[config.mk]
export PLATFORM = sky130hd
export DESIGN_NAME = layer_ctrl
export DESIGN_NICKNAME = d
export VERILOG_FILES = /design/src/rtl/layer_ctrl.sv
export SDC_FILE = /design/constraint.sdc
export NUM_CORES = 1
export LEC_CHECK = 0
export BUFFER_PORTS_ARGS = -buffer_cell sky130_fd_sc_hd__buf_2
export CAP_MARGIN = 15
export CORE_MARGIN = 2
export CORE_UTILIZATION = 40
export CTS_BUF_LIST = sky130_fd_sc_hd__clkbuf_8
export DETAILED_ROUTE_END_ITERATION = 16
export PLACE_DENSITY = 0.71
export SYNTH_ARGS = -nofsm -noshare
export SYNTH_HDL_FRONTEND = slang
export SYNTH_SLANG_ARGS = --single-unit
[constraint.sdc]
create_clock -name clk -period 2.6 [get_ports clk]
set_input_delay 0.26 -clock clk [delete_from_list [all_inputs] [get_ports clk]]
set_output_delay 0.26 -clock clk [all_outputs]
set_load 0.02 [all_outputs]
[src/rtl/layer_ctrl.sv]
// layer_ctrl: sequencer for one conv->activation->pool layer instance.
//   On start it collects K*K weights plus a bias byte from a byte stream. It then
//   streams the W*W feature map from a 1-cycle-latency read memory into the layer
//   datapath, writes each pooled result to the result memory, and pulses done.
// Ports:
//   clk, global_rst              clock (rising edge), async active-low reset
//   start                        1-cycle run request, honoured in IDLE only
//   wt_in, wt_valid              weight/bias byte stream, used in LOAD_W only
//   img_rd_en, img_addr          feature-map read port (registered)
//   img_rd_data                  read data, valid the cycle after img_rd_en
//   layer_clr, layer_ce          layer datapath clear / clock enable (registered)
//   layer_input                  pixel into the layer (registered)
//   layer_weight, layer_bias     held weights (byte i at [i*dataWidth +: dataWidth]) and bias
//   layer_data_out, layer_valid_op  pooled result from the layer
//   res_we, res_addr, res_data   result write port, combinational pass-through
//   busy, done, err              status: running, 1-cycle completion, sticky drain timeout
module layer_ctrl #(
  parameter int unsigned dataWidth = 8,
  parameter int unsigned W         = 6,
  parameter int unsigned K         = 3,
  parameter int unsigned P         = 2,
  parameter int unsigned ADDR_W    = 16,
  parameter int unsigned DRAIN_MAX = 64
) (
  input  logic                      clk,
  input  logic                      global_rst,
  input  logic                      start,
  input  logic [dataWidth-1:0]      wt_in,
  input  logic                      wt_valid,
  output logic                      img_rd_en,
  output logic [ADDR_W-1:0]         img_addr,
  input  logic [dataWidth-1:0]      img_rd_data,
  output logic                      layer_clr,
  output logic                      layer_ce,
  output logic [dataWidth-1:0]      layer_input,
  output logic [K*K*dataWidth-1:0]  layer_weight,
  output logic [dataWidth-1:0]      layer_bias,
  input  logic [dataWidth-1:0]      layer_data_out,
  input  logic                      layer_valid_op,
  output logic                      res_we,
  output logic [ADDR_W-1:0]         res_addr,
  output logic [dataWidth-1:0]      res_data,
  output logic                      busy,
  output logic                      done,
  output logic                      err
);

  localparam int unsigned NW        = K * K;
  localparam int unsigned NPIX      = W * W;
  localparam int unsigned N_SIDE    = (W - K + 1) / P;
  localparam int unsigned N_OUT     = N_SIDE * N_SIDE;
  localparam int unsigned WT_CNT_W  = $clog2(NW + 1);
  localparam int unsigned PIX_CNT_W = $clog2(NPIX + 1);
  localparam int unsigned RES_CNT_W = $clog2(N_OUT + 1);
  localparam int unsigned DRN_CNT_W = $clog2(DRAIN_MAX + 1);

  typedef enum logic [2:0] {
    S_IDLE, S_LOAD_W, S_STREAM, S_DRAIN, S_DONE
  } state_e;

  state_e                   state_q, state_d;
  logic [WT_CNT_W-1:0]      wt_cnt_q, wt_cnt_d;
  logic [PIX_CNT_W-1:0]     rd_cnt_q, rd_cnt_d;
  logic [RES_CNT_W-1:0]     res_cnt_q, res_cnt_d;
  logic [DRN_CNT_W-1:0]     drn_cnt_q, drn_cnt_d;
  logic [NW*dataWidth-1:0]  weight_q, weight_d;
  logic [dataWidth-1:0]     bias_q, bias_d;
  logic                     rd_en_q, rd_en_d;
  logic [ADDR_W-1:0]        addr_q, addr_d;
  logic                     rd_valid_q, rd_valid_d;
  logic                     ce_q, ce_d;
  logic [dataWidth-1:0]     input_q, input_d;
  logic                     clr_q, clr_d;
  logic                     busy_q, busy_d;
  logic                     done_q, done_d;
  logic                     err_q, err_d;
  logic                     active_q, active_d;
  logic                     res_accept;

  // Results are accepted only while the layer is being fed and slots remain.
  assign active_q   = (state_q == S_STREAM) || (state_q == S_DRAIN);
  assign res_accept = layer_valid_op && active_q && (res_cnt_q < RES_CNT_W'(N_OUT));

  // Next-state, counters and registered-output values.
  always_comb begin
    state_d   = state_q;
    wt_cnt_d  = wt_cnt_q;
    rd_cnt_d  = rd_cnt_q;
    res_cnt_d = res_accept ? res_cnt_q + RES_CNT_W'(1) : res_cnt_q;
    drn_cnt_d = drn_cnt_q;
    weight_d  = weight_q;
    bias_d    = bias_q;
    err_d     = err_q;

    case (state_q)
      S_IDLE: begin
        if (start) begin
          state_d  = S_LOAD_W;
          wt_cnt_d = '0;
          err_d    = 1'b0;
        end
      end
      S_LOAD_W: begin
        if (wt_valid) begin
          if (wt_cnt_q == WT_CNT_W'(NW)) begin
            bias_d    = wt_in;
            state_d   = S_STREAM;
            rd_cnt_d  = '0;
            res_cnt_d = '0;
          end else begin
            for (int unsigned i = 0; i < NW; i++) begin
              if (wt_cnt_q == WT_CNT_W'(i)) weight_d[i*dataWidth +: dataWidth] = wt_in;
            end
            wt_cnt_d = wt_cnt_q + WT_CNT_W'(1);
          end
        end
      end
      S_STREAM: begin
        if (rd_cnt_q == PIX_CNT_W'(NPIX - 1)) begin
          state_d   = S_DRAIN;
          drn_cnt_d = '0;
        end else begin
          rd_cnt_d = rd_cnt_q + PIX_CNT_W'(1);
        end
      end
      S_DRAIN: begin
        drn_cnt_d = drn_cnt_q + DRN_CNT_W'(1);
        if (res_cnt_d == RES_CNT_W'(N_OUT)) begin
          state_d = S_DONE;
        end else if (drn_cnt_q == DRN_CNT_W'(DRAIN_MAX - 1)) begin
          state_d = S_DONE;
          err_d   = 1'b1;
        end
      end
      S_DONE: state_d = S_IDLE;
      default: state_d = S_IDLE;
    endcase

    // Outputs are registered off the next state so they line up with state_q.
    active_d   = (state_d == S_STREAM) || (state_d == S_DRAIN);
    rd_en_d    = (state_d == S_STREAM);
    addr_d     = rd_en_d ? ADDR_W'(rd_cnt_d) : '0;
    rd_valid_d = rd_en_q;
    // Pixel pipe: memory data lands one cycle after the read, then one register stage.
    // Once in DRAIN and the pipe is empty, keep clocking zeros through to flush the layer.
    ce_d       = active_d && (rd_valid_q || (state_q == S_DRAIN));
    input_d    = (active_d && rd_valid_q) ? img_rd_data : '0;
    clr_d      = !active_d;
    busy_d     = (state_d == S_LOAD_W) || active_d;
    done_d     = (state_d == S_DONE);
  end

  // State and output registers.
  always_ff @(posedge clk or negedge global_rst) begin
    if (!global_rst) begin
      state_q    <= S_IDLE;
      wt_cnt_q   <= '0;
      rd_cnt_q   <= '0;
      res_cnt_q  <= '0;
      drn_cnt_q  <= '0;
      weight_q   <= '0;
      bias_q     <= '0;
      rd_en_q    <= 1'b0;
      addr_q     <= '0;
      rd_valid_q <= 1'b0;
      ce_q       <= 1'b0;
      input_q    <= '0;
      clr_q      <= 1'b1;
      busy_q     <= 1'b0;
      done_q     <= 1'b0;
      err_q      <= 1'b0;
    end else begin
      state_q    <= state_d;
      wt_cnt_q   <= wt_cnt_d;
      rd_cnt_q   <= rd_cnt_d;
      res_cnt_q  <= res_cnt_d;
      drn_cnt_q  <= drn_cnt_d;
      weight_q   <= weight_d;
      bias_q     <= bias_d;
      rd_en_q    <= rd_en_d;
      addr_q     <= addr_d;
      rd_valid_q <= rd_valid_d;
      ce_q       <= ce_d;
      input_q    <= input_d;
      clr_q      <= clr_d;
      busy_q     <= busy_d;
      done_q     <= done_d;
      err_q      <= err_d;
    end
  end

  assign img_rd_en    = rd_en_q;
  assign img_addr     = addr_q;
  assign layer_clr    = clr_q;
  assign layer_ce     = ce_q;
  assign layer_input  = input_q;
  assign layer_weight = weight_q;
  assign layer_bias   = bias_q;
  assign busy         = busy_q;
  assign done         = done_q;
  assign err          = err_q;

  // Result write port passes straight through from the layer.
  assign res_we   = res_accept;
  assign res_addr = res_accept ? ADDR_W'(res_cnt_q) : '0;
  assign res_data = res_accept ? layer_data_out : '0;

endmodule

==> impl_metrics.csv <==
group,metric,value,unit
clock_tree,cts_root_buffer,"clkbuf_8",
drt,wl_per_cell,16.3,um
finish,antenna_cells_inserted,0,
place,detailed_place_hpwl,8600,um
timing,fmax,480,MHz
critical_path,path_class,"flip-flop to flip-flop",
yosys,synth_enable_flop_cells,0,
drt,drc_violations_left,0,
drt,vias,3607,
die,core-area,13100,um2
global_routing,first_global_vias,3763,
min_path,holdCritPathClass,"input port to flip-flop",
critical_path,cp_max_fo,19,
clock_tree,insertion_delay,0.44,ns
drt,drt_iter0_drc,166,
clock_tree,cts.reportedPaths.clkPinSlew,0.07,ns
timing,period_needed,2.09,ns
power_and_ir_drop,cellLeakagePower,3.32,nW
clock_tree,clock_path_buffers,2,
place,dp.cells,704,
yosys,avgSynthCellArea,13.0,um2
timing,slew_headroom,47.5,%
critical_path,required,2.91,ns
yosys,synth.area.top_cells,"dfrtp_1 58%, mux2_2 17%, buf_4 3.5%",
critical_path,cp_data_arrival_time,2.39,ns
clock_tree,post_cts_resize_count,0,
clock_tree,tritoncts.num_buffers,17,
place,place.gp.congestion,0.805,
timing,fin_tns_setup,0,ns
drt,viasPerCell,4.89,
yosys,synth_seq_area_share,58.5,%
critical_path,critical_path.startpoint_type,"flip-flop",
run_status,status,"completed",
finish,fillers,1147,
critical_path,endpoint_class_of_the_critical_path,"flip-flop",
clock_tree,cts.htree.levels,4,
timing,layout_worst_path_cycle_share,80.2,%
drt,route.final.wire_length,12000,um
clock_tree,post_cts_buffers,0,
finish,multi_input_area,1970,um2
timing,setup_repair_after_global_routing_missed_its_margin,"no",
timing,max_slew.worst_pin.slew,0.787,ns
yosys,most_area_hungry_cell_type_in_the_yosys_netlist,"dfrtp_1",
global_routing,antenna_found_initial,0,
finish,nets,585,
timing,fin_worst_skew,0.0119,ns
die,die_y,119,um
die,floorplan.rows,42,
run,max_cap_viol_count,0,
timing,setup-violations-final,0,
yosys,synth.top_cell.area_share,58.0,%
die,die_area,14200,um2
clock_tree,tritoncts,"done",
power_and_ir_drop,p_per_area,1210,nW/um2
place,io_buffer_count,139,
finish,drive_gt1_share,46.9,%
finish,sequential_cell_area,3100,um2
timing,final-hold-violation-count,0,
clock_tree,cts_hold_buf,1,
clock_tree,clock-sinks,124,
yosys,async_reset_ff_share,100,%
finish,post_layout_nonfiller_instances,737,
drt,final_ant_viol_nets,0,
timing,maxSlewViolCount,0,
critical_path,timing.reg2reg.setup_slack,0.51,ns
yosys,yosys_register_bits,124,
finish,layout_area_growth_over_synthesis,21.9,%
die,die-width,119,um
global_routing,grt_max_degree,64,
die,initial_utilization,40.6,%
power_and_ir_drop,max-vdd-ir-drop,0.000825,V
global_routing,globalRoute.totalOverflow,0,
yosys,syn-instance-count,408,
yosys,synth_top_flop_cell,"dfrtp_1",
global_routing,grt_pass1_wl,19700,um
yosys,yosysUniqueCellTypes,47,
yosys,syn-cell-area,5310,um2
die,floorplan.io_pins,164,
drt,drt_first_pass_iters,4,
yosys,synth.yosys.warnings,0,
global_routing,gr-usage-all-layers,17.9,%
## worst max-delay path, stage by stage, from the launching register on
cell	delay [ns]
dfrtp_1	0.47
or3b_1	0.57
o31a_1	0.56
a22oi_1	0.27
o21ai_1	0.09
## path summary, 6_finish.rpt
path	start	to	cells after the start
worst max-delay path	state_q[1]	rd_cnt_q[1]	4
worst min-delay path	img_rd_data[2]	layer_input[2]	3
worst max register to register	state_q[1]	rd_cnt_q[1]	4
worst min register to register	img_rd_en	rd_valid_q	0
max in group asynchronous	global_rst	layer_weight[16]	3
min in group asynchronous	global_rst	img_addr[2]	2
## cells by family after synthesis
logic type / Yosys count / share of synthesized area [%]
flops: 124 / 58.5
simple gates: 92 / 9.95
xor+xnor: 5 / 0.825
mux: 82 / 17.4
other cells: 1 / 0.0706
compound gates: 44 / 5.30
buf+inv: 52 / 6.06
fa+ha+maj: 8 / 1.89
## state kept, by name, summed over array words and instances, names as in the netlist
name,cells
layer_weight,72
layer_bias,8
layer_input,8
drn_cnt_q,7
img_addr,6
rd_cnt_q,6
wt_cnt_q,4
res_cnt_q,3
state_q,3
busy,1
done,1
err,1
img_rd_en,1
layer_ce,1
layer_clr,1
rd_valid_q,1
## where the power goes
group / internal (mW) / leakage [nW] / total (mW) / switching, mW
sequential: 2.64 / 1.59 / 3.09 / 0.446
clock: 0.895 / 0.198 / 1.71 / 0.811
combinational: 1.23 / 1.53 / 3.03 / 1.81
## cell usage after synthesis (all sizes together) (2+ instances only)
cell / instances
dfrtp: 123
mux2: 81
buf: 40
nand2: 20
o21ai: 16
nand3: 15
and2: 14
a21oi: 13
nor2: 13
ha: 8
inv: 7
clkbuf: 5
nor2b: 5
and3: 4
nor3b: 4
xor2: 4
a31oi: 3
and3b: 3
nand4: 3
a21o: 2
a22o: 2
nand3b: 2
o31a: 2
o32ai: 2
or3b: 2
## cell usage in the layout, fill, tap and decap left out, types with 4 or more instances in the layout
cell type / count
nor2b_1: 5
o21ai_0: 14
and3_1: 4
nand3_1: 15
and2_1: 14
ha_1: 8
a21oi_1: 13
clkinv_4: 4
clkbuf_8: 18
nor2_1: 13
inv_1: 7
conb_1: 24
nand2_1: 18
xor2_1: 4
mux2_2: 80
dfrtp_1: 123
buf_2: 138
nor3b_1: 4
## per-stage QoR
stage	area [um2]	hold WS, ns	total power, mW	utilization (%)	setup slack (ns)
floorplan	5400	-0.0356	5.17	-	0.371
global placement	6050	0.355	6.04	46.3	0.605
detailed placement	6050	0.360	6.17	46.3	0.534
CTS	6470	0.0212	7.91	49.5	0.522
global route	6470	0.0402	8.30	49.5	0.322
finish	6470	0.0573	7.83	49.5	0.515
## per-layer routing
| layer | wire [um] | vias to the layer above | track usage (%) | share of wire (%) |
|---|---|---|---|---|
| met5 | 0 | - | 0 | 0 |
| met4 | 97 | 0 | 5.06 | 0.81 |
| met3 | 949 | 10 | 7.71 | 7.9 |
| met2 | 5920 | 121 | 28.6 | 49 |
| met1 | 5020 | 1818 | 22.1 | 42 |
| li1 | - | 1658 | - | - |
## final cells by class
cell class                      count  area share, %
Clock buffer                       18           3.83
Timing Repair Buffer              143           11.5
Tap cell                          176           3.40
Clock inverter                     14           2.47
Inverter                            7          0.406
Multi-Input combinational cell    255           30.4
Sequential cell                   124           48.0
No activity file was read; power rests on OpenSTA's default activity.
